$ cat config.mk
export PLATFORM = sky130hd
export DESIGN_NAME = ctrlport_cmd_master
export DESIGN_NICKNAME = d
export VERILOG_FILES = /design/src/rtl/ctrlport_cmd_master_pkg.sv /design/src/rtl/ctrlport_cmd_master.sv
export SDC_FILE = /design/constraint.sdc
export NUM_CORES = 1
export LEC_CHECK = 0
export CAP_MARGIN = 10
export CORE_ASPECT_RATIO = 0.6
export CORE_MARGIN = 4
export CORE_UTILIZATION = 43
export CTS_CLUSTER_DIAMETER = 150
export DETAILED_ROUTE_END_ITERATION = 10
export GPL_TIMING_DRIVEN = 1
export PLACE_DENSITY = 0.92
export SYNTH_ARGS = -nofsm -noshare
export SYNTH_HDL_FRONTEND = slang
export SYNTH_SLANG_ARGS = --single-unit
$ cat constraint.sdc
create_clock -name ctrlport_clk -period 3.2 [get_ports ctrlport_clk]
set_input_delay 0.64 -clock ctrlport_clk [delete_from_list [all_inputs] [get_ports ctrlport_clk]]
set_output_delay 0.64 -clock ctrlport_clk [all_outputs]
set_load 0.005 [all_outputs]
$ cat src/rtl/ctrlport_cmd_master_pkg.sv
// Shared ctrlport constants and the command-master FSM encoding.
package ctrlport_cmd_master_pkg;

  localparam int CTRLPORT_ADDR_W = 20;
  localparam int CTRLPORT_DATA_W = 32;
  localparam int CTRLPORT_STS_W  = 2;

  localparam logic [CTRLPORT_STS_W-1:0] CTRL_STS_OKAY   = 2'd0;
  localparam logic [CTRLPORT_STS_W-1:0] CTRL_STS_CMDERR = 2'd1;

  localparam logic [1:0] ST_IDLE_ENC = 2'd0;
  localparam logic [1:0] ST_REQ_ENC  = 2'd1;
  localparam logic [1:0] ST_WAIT_ENC = 2'd2;
  localparam logic [1:0] ST_RESP_ENC = 2'd3;

  typedef enum logic [1:0] {
    ST_IDLE = ST_IDLE_ENC,
    ST_REQ  = ST_REQ_ENC,
    ST_WAIT = ST_WAIT_ENC,
    ST_RESP = ST_RESP_ENC
  } state_t;

  // Wait-counter width; a disabled timeout still needs a legal 1-bit vector.
  function automatic int wait_cnt_width(input int timeout);
    return (timeout == 0) ? 1 : $clog2(timeout + 1);
  endfunction

endpackage

$ cat src/rtl/ctrlport_cmd_master.sv
// Single-outstanding ctrlport initiator: command stream in, strobe out, ack or timeout back as a response.
// Strobe 1 cycle after accept; response held until m_resp_ready; no new command until the response is consumed.
module ctrlport_cmd_master
  import ctrlport_cmd_master_pkg::*;
#(
  parameter int                         TIMEOUT      = 1024,
  parameter logic [CTRLPORT_DATA_W-1:0] TIMEOUT_DATA = 32'h0
) (
  input  logic                       ctrlport_clk,
  input  logic                       ctrlport_rst,
  input  logic                       s_cmd_valid,
  output logic                       s_cmd_ready,
  input  logic                       s_cmd_wr,
  input  logic [CTRLPORT_ADDR_W-1:0] s_cmd_addr,
  input  logic [CTRLPORT_DATA_W-1:0] s_cmd_data,
  input  logic [3:0]                 s_cmd_byte_en,
  output logic                       m_ctrlport_req_wr,
  output logic                       m_ctrlport_req_rd,
  output logic [CTRLPORT_ADDR_W-1:0] m_ctrlport_req_addr,
  output logic [CTRLPORT_DATA_W-1:0] m_ctrlport_req_data,
  output logic [3:0]                 m_ctrlport_req_byte_en,
  input  logic                       m_ctrlport_resp_ack,
  input  logic [CTRLPORT_STS_W-1:0]  m_ctrlport_resp_status,
  input  logic [CTRLPORT_DATA_W-1:0] m_ctrlport_resp_data,
  output logic                       m_resp_valid,
  input  logic                       m_resp_ready,
  output logic [CTRLPORT_STS_W-1:0]  m_resp_status,
  output logic [CTRLPORT_DATA_W-1:0] m_resp_data,
  output logic                       m_resp_timeout,
  output logic [15:0]                stat_timeout_count,
  output logic                       stat_stray_ack
);

  localparam int                CNT_W    = wait_cnt_width(TIMEOUT);
  localparam logic [CNT_W-1:0]  CNT_LAST = CNT_W'((TIMEOUT == 0) ? 0 : TIMEOUT - 1);

  state_t                       r_state;
  logic [CNT_W-1:0]             r_wait_cnt;
  logic                         r_req_wr;
  logic                         r_req_rd;
  logic [CTRLPORT_ADDR_W-1:0]   r_req_addr;
  logic [CTRLPORT_DATA_W-1:0]   r_req_data;
  logic [3:0]                   r_req_byte_en;
  logic                         r_resp_valid;
  logic [CTRLPORT_STS_W-1:0]    r_resp_status;
  logic [CTRLPORT_DATA_W-1:0]   r_resp_data;
  logic                         r_resp_timeout;
  logic [15:0]                  r_timeout_count;
  logic                         r_stray_ack;

  // Gated by reset so the port reads not-ready during the reset cycle itself.
  assign s_cmd_ready = (r_state == ST_IDLE) && !ctrlport_rst;

  always_ff @(posedge ctrlport_clk) begin
    if (ctrlport_rst) begin
      r_state         <= ST_IDLE;
      r_wait_cnt      <= '0;
      r_req_wr        <= 1'b0;
      r_req_rd        <= 1'b0;
      r_req_addr      <= '0;
      r_req_data      <= '0;
      r_req_byte_en   <= '0;
      r_resp_valid    <= 1'b0;
      r_resp_status   <= '0;
      r_resp_data     <= '0;
      r_resp_timeout  <= 1'b0;
      r_timeout_count <= '0;
      r_stray_ack     <= 1'b0;
    end else begin
      r_req_wr <= 1'b0;
      r_req_rd <= 1'b0;
      if (m_ctrlport_resp_ack && (r_state != ST_WAIT)) begin
        r_stray_ack <= 1'b1;
      end
      case (r_state)
        ST_IDLE: begin
          if (s_cmd_valid) begin
            r_req_wr      <= s_cmd_wr;
            r_req_rd      <= !s_cmd_wr;
            r_req_addr    <= s_cmd_addr;
            r_req_data    <= s_cmd_data;
            r_req_byte_en <= s_cmd_byte_en;
            r_state       <= ST_REQ;
          end
        end
        ST_REQ: begin
          r_wait_cnt <= '0;
          r_state    <= ST_WAIT;
        end
        ST_WAIT: begin
          // A real ack always beats a timeout landing in the same cycle.
          if (m_ctrlport_resp_ack) begin
            r_resp_status  <= m_ctrlport_resp_status;
            r_resp_data    <= m_ctrlport_resp_data;
            r_resp_timeout <= 1'b0;
            r_resp_valid   <= 1'b1;
            r_state        <= ST_RESP;
          end else if ((TIMEOUT != 0) && (r_wait_cnt == CNT_LAST)) begin
            r_resp_status  <= CTRL_STS_CMDERR;
            r_resp_data    <= TIMEOUT_DATA;
            r_resp_timeout <= 1'b1;
            r_resp_valid   <= 1'b1;
            if (r_timeout_count != 16'hFFFF) begin
              r_timeout_count <= r_timeout_count + 16'd1;
            end
            r_state        <= ST_RESP;
          end else if (TIMEOUT != 0) begin
            r_wait_cnt <= r_wait_cnt + 1'b1;
          end
        end
        ST_RESP: begin
          if (m_resp_ready) begin
            r_resp_valid <= 1'b0;
            r_state      <= ST_IDLE;
          end
        end
        default: r_state <= ST_IDLE;
      endcase
    end
  end

  assign m_ctrlport_req_wr      = r_req_wr;
  assign m_ctrlport_req_rd      = r_req_rd;
  assign m_ctrlport_req_addr    = r_req_addr;
  assign m_ctrlport_req_data    = r_req_data;
  assign m_ctrlport_req_byte_en = r_req_byte_en;
  assign m_resp_valid           = r_resp_valid;
  assign m_resp_status          = r_resp_status;
  assign m_resp_data            = r_resp_data;
  assign m_resp_timeout         = r_resp_timeout;
  assign stat_timeout_count     = r_timeout_count;
  assign stat_stray_ack         = r_stray_ack;

endmodule

### Word level (Yosys, flattened, before mapping)

Index checks and enable logic that the tools add are counted.

* flip-flop bits (word level): 124
* input port bits: 96
* word-level logic and storage cells: 61

* add/sub/neg operators: 2
* equal/unequal tests: 11
* mux-type cells: 17
* bitwise logic cells: 3
* reduce and logical (&&, ||, !) cells: 15

Operator list (number)
* 32-bit two-way mux: 2
* 11-bit two-way mux: 2
* 11-bit one-hot mux with 2 select lines: 1
* 16-bit by 1-bit adder with 16-bit output, second input constant: 1
* 16-bit != test, second input constant: 1
* 2-bit two-way mux: 6
* 11-bit by 1-bit adder with 11-bit output, second input constant: 1
* 11-bit by 10-bit == test with 1-bit output, second input constant: 1
* 2-bit != test, second input constant: 5
* 3-bit AND reduction: 3
* 2-bit one-hot mux with 4 select lines: 1
* 2-bit nonzero test: 3
* 2-bit == test, second input constant: 2
* 1-bit two-way mux: 4
* 2-bit AND reduction: 2
* 4-bit AND reduction: 1
* 3-bit != test, second input constant: 1
* 1-bit NOT: 3
* 3-bit OR reduction: 1
* 2-bit by 1-bit == test with 1-bit output, second input constant: 1
* 1-bit logical AND: 2
* 1-bit zero test: 2
* 2-bit zero test: 1
* 1-bit one-hot mux with 2 select lines: 1

### Logic depth before layout (Yosys ltp)

Gate-level depths: netlist of the first run.

* depth after elaboration: 4
* gate-level depth with buffers: 9
* mapped depth without buffers: 6

### Worst setup path after synthesis of the first run

Ideal clock, no wire load.

* path type: register to register
* start point: register r_state[0]
* end point: register r_timeout_count[11] (netlist: stat_timeout_count[11])
* library setup time: 0.121 ns
* arrival: 1.773 ns
* slack: 1.306 ns
* cell stages (with the launch flop): 9
* period minus slack after synthesis: 1.894 ns
* cells stage by stage: dfxtp_1 > inv_1 > ha_1 > buf_2 > and2b_2 > nand4_4 > buf_6 > nor4_1 > mux2_2

* longest elaborated chain between the ends: 2

Ends and longest elaborated chain
* start, declared: line ctrlport_cmd_master.sv:37 `state_t r_state;`
* start signal, assigned: line ctrlport_cmd_master.sv:56 `r_state <= ST_IDLE;`
* start signal, assigned: line ctrlport_cmd_master.sv:83 `r_state <= ST_REQ;`
* start signal, assigned: line ctrlport_cmd_master.sv:88 `r_state <= ST_WAIT;`
* 2-bit == test: line ctrlport_cmd_master.sv:75 `case (r_state)`
* 4-bit AND reduction (no line)
* end signal, assigned: line ctrlport_cmd_master.sv:104 `r_timeout_count <= r_timeout_count + 16'd1;`
* end, declared: line ctrlport_cmd_master.sv:48 `logic [15:0] r_timeout_count;`

No other way between the ends.
A chain may end at the register's enable or synchronous reset.

### Final worst setup path of the first run

* start point: register r_state[0]
* end point: output s_cmd_ready

* longest elaborated chain between the ends: 2

Ends and longest elaborated chain
* 2-bit zero test: line ctrlport_cmd_master.sv:52 `assign s_cmd_ready = (r_state == ST_IDLE) && !ctrlport_rst;`
* 1-bit logical AND: line ctrlport_cmd_master.sv:52
* end, declared: line ctrlport_cmd_master.sv:12 `output logic s_cmd_ready,`

No other way between the ends.

==> results of run 1 <==
## where the power goes
group          switching (uW)  total (uW)  internal [uW]
clock                     674        1850           1180
sequential                119        1870           1760
combinational             589        1220            632
## routing by layer
metal | vias to the layer above | track usage [%] | routed length, um
met2 | 196 | 38.79 | 7251
met5 | - | 0 | 0
met4 | 0 | 7.863 | 215
met3 | 23 | 9.781 | 1523
met1 | 2209 | 24.02 | 5855
li1 | 2288 | - | -
## cell usage in the layout, fill, tap and decap left out, types with 3 or more instances in the layout
cell	instances
dfxtp_1	124
inv_1	9
and3_1	4
buf_4	5
clkdlybuf4s50_1	206
a21oi_1	78
nand2_1	127
nor3_1	6
clkinv_2	6
o31ai_1	9
or4_1	10
clkbuf_16	17
o41ai_1	5
o211ai_1	5
a211oi_1	3
or2_2	3
nand4_1	12
nand3_1	10
ha_1	7
nor2_1	11
mux2_2	5
nor2b_1	6
a22o_1	33
nor4_1	3
## state kept, by name, indices dropped and copies added (netlist names)
register	flops
m_ctrlport_req_byte_en	4
m_resp_timeout	1
m_ctrlport_req_wr	1
m_resp_status	2
m_ctrlport_req_data	32
m_resp_valid	1
m_ctrlport_req_rd	1
stat_timeout_count	16
r_state	2
r_wait_cnt	11
m_ctrlport_req_addr	20
m_resp_data	32
stat_stray_ack	1
## final cells by class
class                           count  area [um2]
Multi-Input combinational cell    366        2092
Clock inverter                     12       122.6
Sequential cell                   124        2482
Timing Repair Buffer              213        2125
Inverter                            9       33.78
Clock buffer                       19       452.9
Tap cell                          139       173.9
Fill cell                         790        3186
## kinds of logic (layout without fill, tap and decap cells)
| family | Yosys count | after routing |
|---|---|---|
| AOI/OAI and AO/OA | 142 | 142 |
| adders and majority gates | 7 | 7 |
| buffers and inverters | 45 | 253 |
| DFF | 124 | 124 |
| muxes | 7 | 7 |
| and+or+nand+nor | 210 | 210 |
## worst max path at each step
stage                             start  cells past startpoint                endpoint
floorplan                    r_state[0]                      8  stat_timeout_count[11]
global placement    m_ctrlport_resp_ack                      5  stat_timeout_count[11]
detailed placement  m_ctrlport_resp_ack                      5  stat_timeout_count[11]
CTS                          r_state[1]                      4             s_cmd_ready
global route                 r_state[1]                      4             s_cmd_ready
finish                       r_state[0]                      4             s_cmd_ready
## metrics by stage
step	area, um2	hold slack, ns	std cells	worst slack, ns	utilization, %
after CTS	7482	0.4534	882	0.5765	70.14
after global placement	6907	0.4382	851	0.6589	64.74
final	7482	0.4523	882	0.6270	70.14
after global routing	7482	0.4713	882	0.4999	70.14
after floorplan	4752	0.4313	535	1.306	-
after detailed placement	6907	0.4458	851	0.5484	64.74
## worst reg2reg max path, cell delays in order (launching register included)
cell	delay, ns
dfxtp_1	0.34
inv_1	0.13
ha_1	0.40
and2b_2	0.29
nand4_4	0.29
nor4_1	0.41
mux2_2	0.37
==> results.md, run 1 <==
* Initial antenna violation count at 0
* Reg2Reg Depth at 6
* RSZ-0062 raised after global routing: false
* Worst path buffer plus inverter count at 2
* Die footprint at 12,850 um2
* FF-to-FF End: stat_timeout_count[11]
* Worst Setup Start Kind: register
* Adder-Cell Fraction of Synth Area at 1.843%
* GPL Wtd Cong at approximately 0.87
* Period Utilization, post-route at between 80% and 90%
* Most common cell in the synthesized netlist: nand2_1
* Largest net degree at the start of global routing at 57
* Final hold violation count at 0
* CP Max Fanout at 4
* GRT Total Usage at 22.06%
* Number of synthesized flops with an enable pin at 0
* Syn_nets at around 640
* Mapped Area at between 4000 and 5000 um2
* Critical Path, Cell by Cell: inv_1 > ha_1 > nor2b_1 > clkdlybuf4s50_1
* Synth unique cells at between 40 and 50
* ANT cells at 0
* Starting Density at roughly 45%
* Simple-Gate Fraction of Synth Area at roughly a fifth
* Core Area at 10,670 um2
* Synth warn at 0
* Post-synth top cells: nand2_1, dfxtp_1, a21oi_1, a22o_1, clkbuf_1
* Worst Path Arrival at just under 2 ns
* Power Density at around 660 nW/um2
* Std-Cell Rows at 29
* CTS tree: yes
* Top cells by area, synth: dfxtp_1, nand2_1, a21oi_1, a22o_1, clkbuf_1
* First-pass GRT wire length at between 20 and 25 mm
* DR WL/cell at between 15 and 20 um
* Yosys top cell area share at a little over half
* Post-DRT Antenna Nets at 0
* Hold-fix buffers, CTS at 0
* Final nets at about 830
* Hold path endpoint: m_ctrlport_req_data[19]
* Largest area contributor in the netlist: dfxtp_1
* Max cap viols at 0
* CP Class: reg -> out
* Root Buffer: clkbuf_16
* Slowest-stage cell, CP: clkdlybuf4s50_1
* Vias per cell at between 5 and 6
* Post-synth ARST share at 0%
* CP top delay family: buffers and inverters
* Fmax at roughly 0.39 GHz
* CP peak stage delay at around 0.55 ns
* Post-DP HPWL at approximately 11 mm
* Hold Crit Depth at 2
* Buffer count from post-CTS setup fixing at 0
* DR pass1 iterations at 5
* Critical path required time at roughly 2.6 ns
* Leak at about 0.0027 uW
* Result of the run: completed
* Post-Syn Instances at between 500 and 600
* Avg Cell Area, Syn at 8.882 um2
* CP endpoint kind: output port
* Pins over their slew limit at 0
* Via Count at around 4,700
* Share of layout cells above drive strength 1 at roughly 8%
* Synth Area in Compound Gates at between 15 and 20%
* Number of buffers created by CTS at 17
* Post-synthesis mux area share at 1.606%
* TNS Setup at 0 ns
* # setup viols final at 0
* CTS resizes at 0
* Part of the Yosys area used for sequential elements at a little over half
* Number of global-route vias before repair at 4,660
* Worst hold start: m_ctrlport_req_data[19]
* Ports at about 210
* Reg-to-Reg Start: r_state[0]
* Total power at just under 5000 uW
* TritonCTS Sinks at about 120
* Max H-tree Level at 4
* Routed WL at about 15 mm
* Synth Register Bits at 124
* Worst-Margin Slew at ~1.2 ns
* DIE WIDTH at 143.7 um
* DRC violations left at 0
* Worst-path clk slew at approximately 0.050 ns
* Ys flop type: dfxtp_1
* Post-Synth XOR/XNOR Area at 0%
* Largest family of logic cells by synthesized area: simple AND/OR/NAND/NOR gates
* Hold Path Class: reg -> reg
* First DRT Iteration DRCs at around 240
* Total grt overflow at 0
* Reg2reg setup slack at about 0.87 ns
* Area Growth Syn to Fin at 57.45%
* Slew headroom at between 20% and 30%
* IR drop worst, VDD at about 0.56 mV
* IO Port Bufs at 207
* Clock Skew at about 0.0089 ns
* Minimum clock period at between 2 and 3 ns
* Worst-skew pair later-pin latency at 0.40 ns
* Die H at around 89 um
* Deepest clock path buffer count at 2
Power figures use the tool's default switching activity.
==> run 2, diff against run 1 <==
Settings changed: CORE_UTILIZATION 43 to 38, PLACE_DENSITY 0.92 to 0.86.
Clock period 3.2 ns to 2.3 ns, I/O delays scaled along.
==> results.md, run 2 (synthesized netlist as in run 1, its figures left out) <==
* Max cap viols at 0
* Part of the power in registers at a little under two fifths
* Max H-tree Level at 4
* Final nets at roughly 840
* GRT Total Usage at between 15 and 20%
* TritonCTS Sinks at around 120
* Worst-Margin Slew at between 0.5 and 0.6 ns
* Die footprint at between 10,000 and 15,000 um2
* Met2 Wirelength at 6.881 mm
* Area Growth Syn to Fin at 60.77%
* Comb pwr share at about a quarter
* Final hold violation count at 0
* Fmax at 0.4500 GHz
* Minimum clock period at between 2 and 2.5 ns
* Number of buffers created by CTS at 17
* GPL Wtd Cong at 0.8566
* Hold Path Class: in -> reg
* TNS Setup at 0 ns
* IO Port Bufs at around 210
* Power Density at between 900 and 1000 nW/um2
* DR WL/cell at between 15 and 20 um
* Clock share of power at about two fifths
* DIE WIDTH at around 150 um
* Switching Share at ~28%
* Number of global-route vias before repair at ~4,700
* Worst Path Arrival at ~1.8 ns
* DR top layer: met4
* CTS tree: yes
* CP Class: reg -> out
* Die H at roughly 95 um
* Post-DRT Antenna Nets at 0
* Core Area at 12,140 um2
* Share of layout cells above drive strength 1 at 9.309%
* Buffer count from post-CTS setup fixing at 0
* Pins over their slew limit at 0
* Ports at approximately 210
* DRC violations left at 0
* Root Buffer: clkbuf_16
* Vias per cell at approximately 5.2
* CP Max Fanout at 4
* # setup viols final at 0
* Period Utilization, post-route at between 90% and 100%
* Met1 WL at slightly above 6 mm
* Critical path required time at about 1.8 ns
* Deepest clock path buffer count at 2
* Initial antenna violation count at 0
* Worst Setup Start Kind: register
* Design internal power at 5088 uW
* ANT cells at 0
* Total power at between 7000 and 8000 uW
* Total grt overflow at 0
* Post-DP HPWL at between 10 and 15 mm
* RSZ-0062 raised after global routing: true
* First-pass GRT wire length at roughly 23 mm
* Leak at 0.002773 uW
* Worst-skew pair later-pin latency at ~0.41 ns
* First DRT Iteration DRCs at 211
* Via Count at 4,773
* Util after Layout at a little over three fifths
* Clock Skew at about 0.015 ns
* Met3 routed WL at ~1.5 mm
* Most frequent cells in the layout: clkdlybuf4s50_1, nand2_1, dfxtp_1, a21oi_1, a22o_1
* Worst-path clk slew at approximately 0.060 ns
* Std-Cell Rows at 31
* NetSw at 1992 uW
* Result of the run: completed
* IR drop worst, VDD at a little over 0.5 mV
* Largest net degree at the start of global routing at 57
* CP endpoint kind: output port
* Slew headroom at 63.88%
* Most common cell after layout, fill and taps aside: clkdlybuf4s50_1
* DR pass1 iterations at 4
* Starting Density at a little under 40%
* Routed WL at roughly 15 mm
-- run 2: worst max-delay path, cell delays in order, from the launching register on --
cell and delay, ns:
dfxtp_1 0.32, inv_1 0.13, ha_2 0.24, nor2b_4 0.17
clkdlybuf4s50_1 0.51
-- run 2: worst paths after layout --
check	to	start	cells past startpoint	slack [ns]
setup / recovery	s_cmd_ready	r_state[1]	4	0.08
hold / removal	m_ctrlport_req_rd	ctrlport_rst	4	0.44
setup reg to reg	stat_timeout_count[11]	r_state[0]	6	0.19
hold reg to reg	m_ctrlport_req_data[17]	m_ctrlport_req_data[17]	2	0.45
-- run 2: power groups by stage --
stage / combinational, uW / clock, uW / sequential (uW)
6_report: 1770 / 2700 / 2600
5_1_grt: 1940 / 2840 / 2640
4_1_cts: 1780 / 2750 / 2600
3_5_place_dp: 1760 / 0 / 2640
3_3_place_gp: 1700 / 0 / 2630
2_1_floorplan: 740 / 0 / 2650
-- run 2: cell type report --
class,count,area (um2)
multi-input cells,366,2102
repair buffers,223,2220
clock buffers,17,425.4
clock inverters,13,170.2
well taps,165,206.4
inverters,9,33.78
flip-flops and latches,124,2482
fillers,970,4501
-- run 2: repair_timing --
item	in CTS	in global routing
hold buffers	0	0
setup endpoints to repair	1	1
endpoints found under the hold margin	0	0
resized for setup	2	1
-- run 2: stage by stage --
stage               hold WS [ns]  worst slack, ns  instances  instance area, um2
finish                    0.4408          0.07764        917                7640
global route              0.4375        -0.003707        917                7640
floorplan                 0.4313           0.4060        535                4752
global placement          0.4391         -0.07401        886                7019
CTS                       0.4292          0.01579        916                7620
detailed placement        0.4486          -0.1843        886                7019
-- run 2: routing by layer --
metal | track usage [%] | up-vias
met2 | 33.09 | 198
met3 | 9.203 | 29
met5 | 0 | -
li1 | - | 2315
met4 | 8.003 | 0
met1 | 21.98 | 2231
==> run 3, diff against run 2 <==
Settings changed: CELL_PAD_IN_SITES_DETAIL_PLACEMENT set to 1, CELL_PAD_IN_SITES_GLOBAL_PLACEMENT set to 1, CORE_UTILIZATION 38 to 32, CTS_CLUSTER_SIZE set to 12, PLACE_DENSITY 0.86 to 0.94.
Clock period 2.3 ns to 2.68 ns, I/O delays scaled along.
==> results.md, run 3 (synthesized netlist as in run 1, its figures left out) <==
* Max H-tree Level at 4
* Worst path buffer plus inverter count at 2
* DIE WIDTH at approximately 170 um
* Buffer count from post-CTS setup fixing at 0
* Hold-fix buffers, CTS at 0
* Worst-path clk slew at roughly 0.06 ns
* First DRT Iteration DRCs at 177
* TNS Setup at 0 ns
* CTS tree: yes
* Clock Skew at between 0.01 and 0.015 ns
* First-pass GRT wire length at 25.30 mm
* DRC violations left at 0
* Most frequent cells in the layout: clkdlybuf4s50_1, nand2_1, dfxtp_1, a21oi_1, a22o_1
* Power Density at about 800 nW/um2
* Cell area after placement at between 7000 and 8000 um2
* GPL Wtd Cong at roughly 0.78
* Starting Density at between 30% and 40%
* Critical path required time at approximately 2.1 ns
* Slew headroom at between 40 and 50%
* Total grt overflow at 0
* DR WL/cell at roughly 17 um
* Pins over their slew limit at 0
* Post-DRT Antenna Nets at 0
* Design area at just under 8000 um2
* Worst Path Arrival at about 1.9 ns
* Core Area at ~15,000 um2
* Period Utilization, post-route at slightly above 90%
* RSZ-0062 raised after global routing: false
* Critical Path, Cell by Cell: inv_1 > ha_1 > nor2b_1 > clkdlybuf4s50_1
* CP peak stage delay at 0.57 ns
* CP endpoint kind: output port
* IR drop worst, VDD at roughly 0.4 mV
* Initial antenna violation count at 0
* Area Growth Syn to Fin at 61.82%
* IO Port Bufs at 207
* ANT cells at 0
* Die H at between 100 and 150 um
* DR pass1 iterations at 4
* Fmax at slightly above 0.4 GHz
* Slowest-stage cell, CP: clkdlybuf4s50_1
* # setup viols final at 0
* CP Class: reg -> out
* Worst-Margin Slew at 0.7658 ns
* Leak at 0.002769 uW
* Root Buffer: clkbuf_16
* Minimum clock period at roughly 2.5 ns
* Share of layout cells above drive strength 1 at under 10%
* CP Max Fanout at 4
* Final hold violation count at 0
* Routed WL at 16.36 mm
* Ports at 208
* Die footprint at roughly 17,000 um2
* Via Count at roughly 4,700
* Post-DP HPWL at between 10 and 15 mm
* GRT Total Usage at a little under a fifth
* Hold Path Class: in -> reg
* Deepest clock path buffer count at 2
* Largest net degree at the start of global routing at 71
* Vias per cell at approximately 5
* CTS resizes at 0
* Worst-skew pair later-pin latency at about 0.40 ns
* Result of the run: completed
* Std-Cell Rows at 34
* Final nets at 841
* Number of buffers created by CTS at 17
* Fillers at around 1,700
* Most common cell after layout, fill and taps aside: clkdlybuf4s50_1
* Worst Setup Start Kind: register
* CP top delay family: buffers and inverters
* Number of global-route vias before repair at 4,863
* Max cap viols at 0
* TritonCTS Sinks at 124
==> run 3: cell count changes in the layout (fill, tap and decap cells not counted), sizes merged <==
cell      delta
inv          +1
clkinv       -3
clkinvlp     +1
clkbuf       +1
buf          -3
bufinv       +1
==> run 3: stage by stage <==
stage | instances | setup WS [ns] | hold slack (ns) | power, uW | util (%)
6_report | 948 | 0.2261 | 0.4428 | 6218 | 53.01
3_5_place_dp | 917 | 0.1305 | 0.4481 | 3824 | 48.67
4_1_cts | 948 | 0.1746 | 0.4336 | 6314 | 53.01
2_1_floorplan | 535 | 0.7860 | 0.4313 | 2909 | -
5_1_grt | 948 | 0.09063 | 0.4575 | 6557 | 53.01
3_3_place_gp | 917 | 0.3038 | 0.4412 | 3772 | 48.67
==> run 3: report_power, final <==
group	leakage (uW)	internal [uW]	switching (uW)	total [uW]
sequential	0.00101	2090	138	2230
combinational	0.00147	802	735	1540
clock	0.000295	1590	864	2450
total	0.00277	4480	1740	6220
==> run 3: final cells by class <==
class / count / area, um2 / share of cell area (%)
clock buffer: 18 / 439.2 / 5.711
clock inverter: 13 / 190.2 / 2.473
inverter: 9 / 33.78 / 0.4393
multi-input combinational: 366 / 2092 / 27.20
sequential: 124 / 2482 / 32.28
tap: 198 / 247.7 / 3.222
timing repair buffer: 220 / 2205 / 28.67
==> run 3: path summary, 6_finish.rpt <==
path	from	end	slack, ns	cells after the start
worst max register to register	r_wait_cnt[0]	stat_timeout_count[12]	0.44	5
worst min register to register	m_ctrlport_req_data[30]	m_ctrlport_req_data[30]	0.45	2
worst min-delay path	ctrlport_rst	m_ctrlport_req_rd	0.44	4
worst max-delay path	r_state[0]	s_cmd_ready	0.23	4
==> run 3: metal layers <==
layer  track usage, %  share of wire, %
met4            5.070              0.87
met5                0                 0
met3            10.04                12
met1            22.21                41
met2            30.26                46
==> run 3: worst reg2reg max path: cells and delay by family (launching register included) <==
family / cells / cell delay (ns)
DFF: 1 / 0.38
and+or+nand+nor: 3 / 1.10
muxes: 1 / 0.39
adders and majority gates: 1 / 0.26
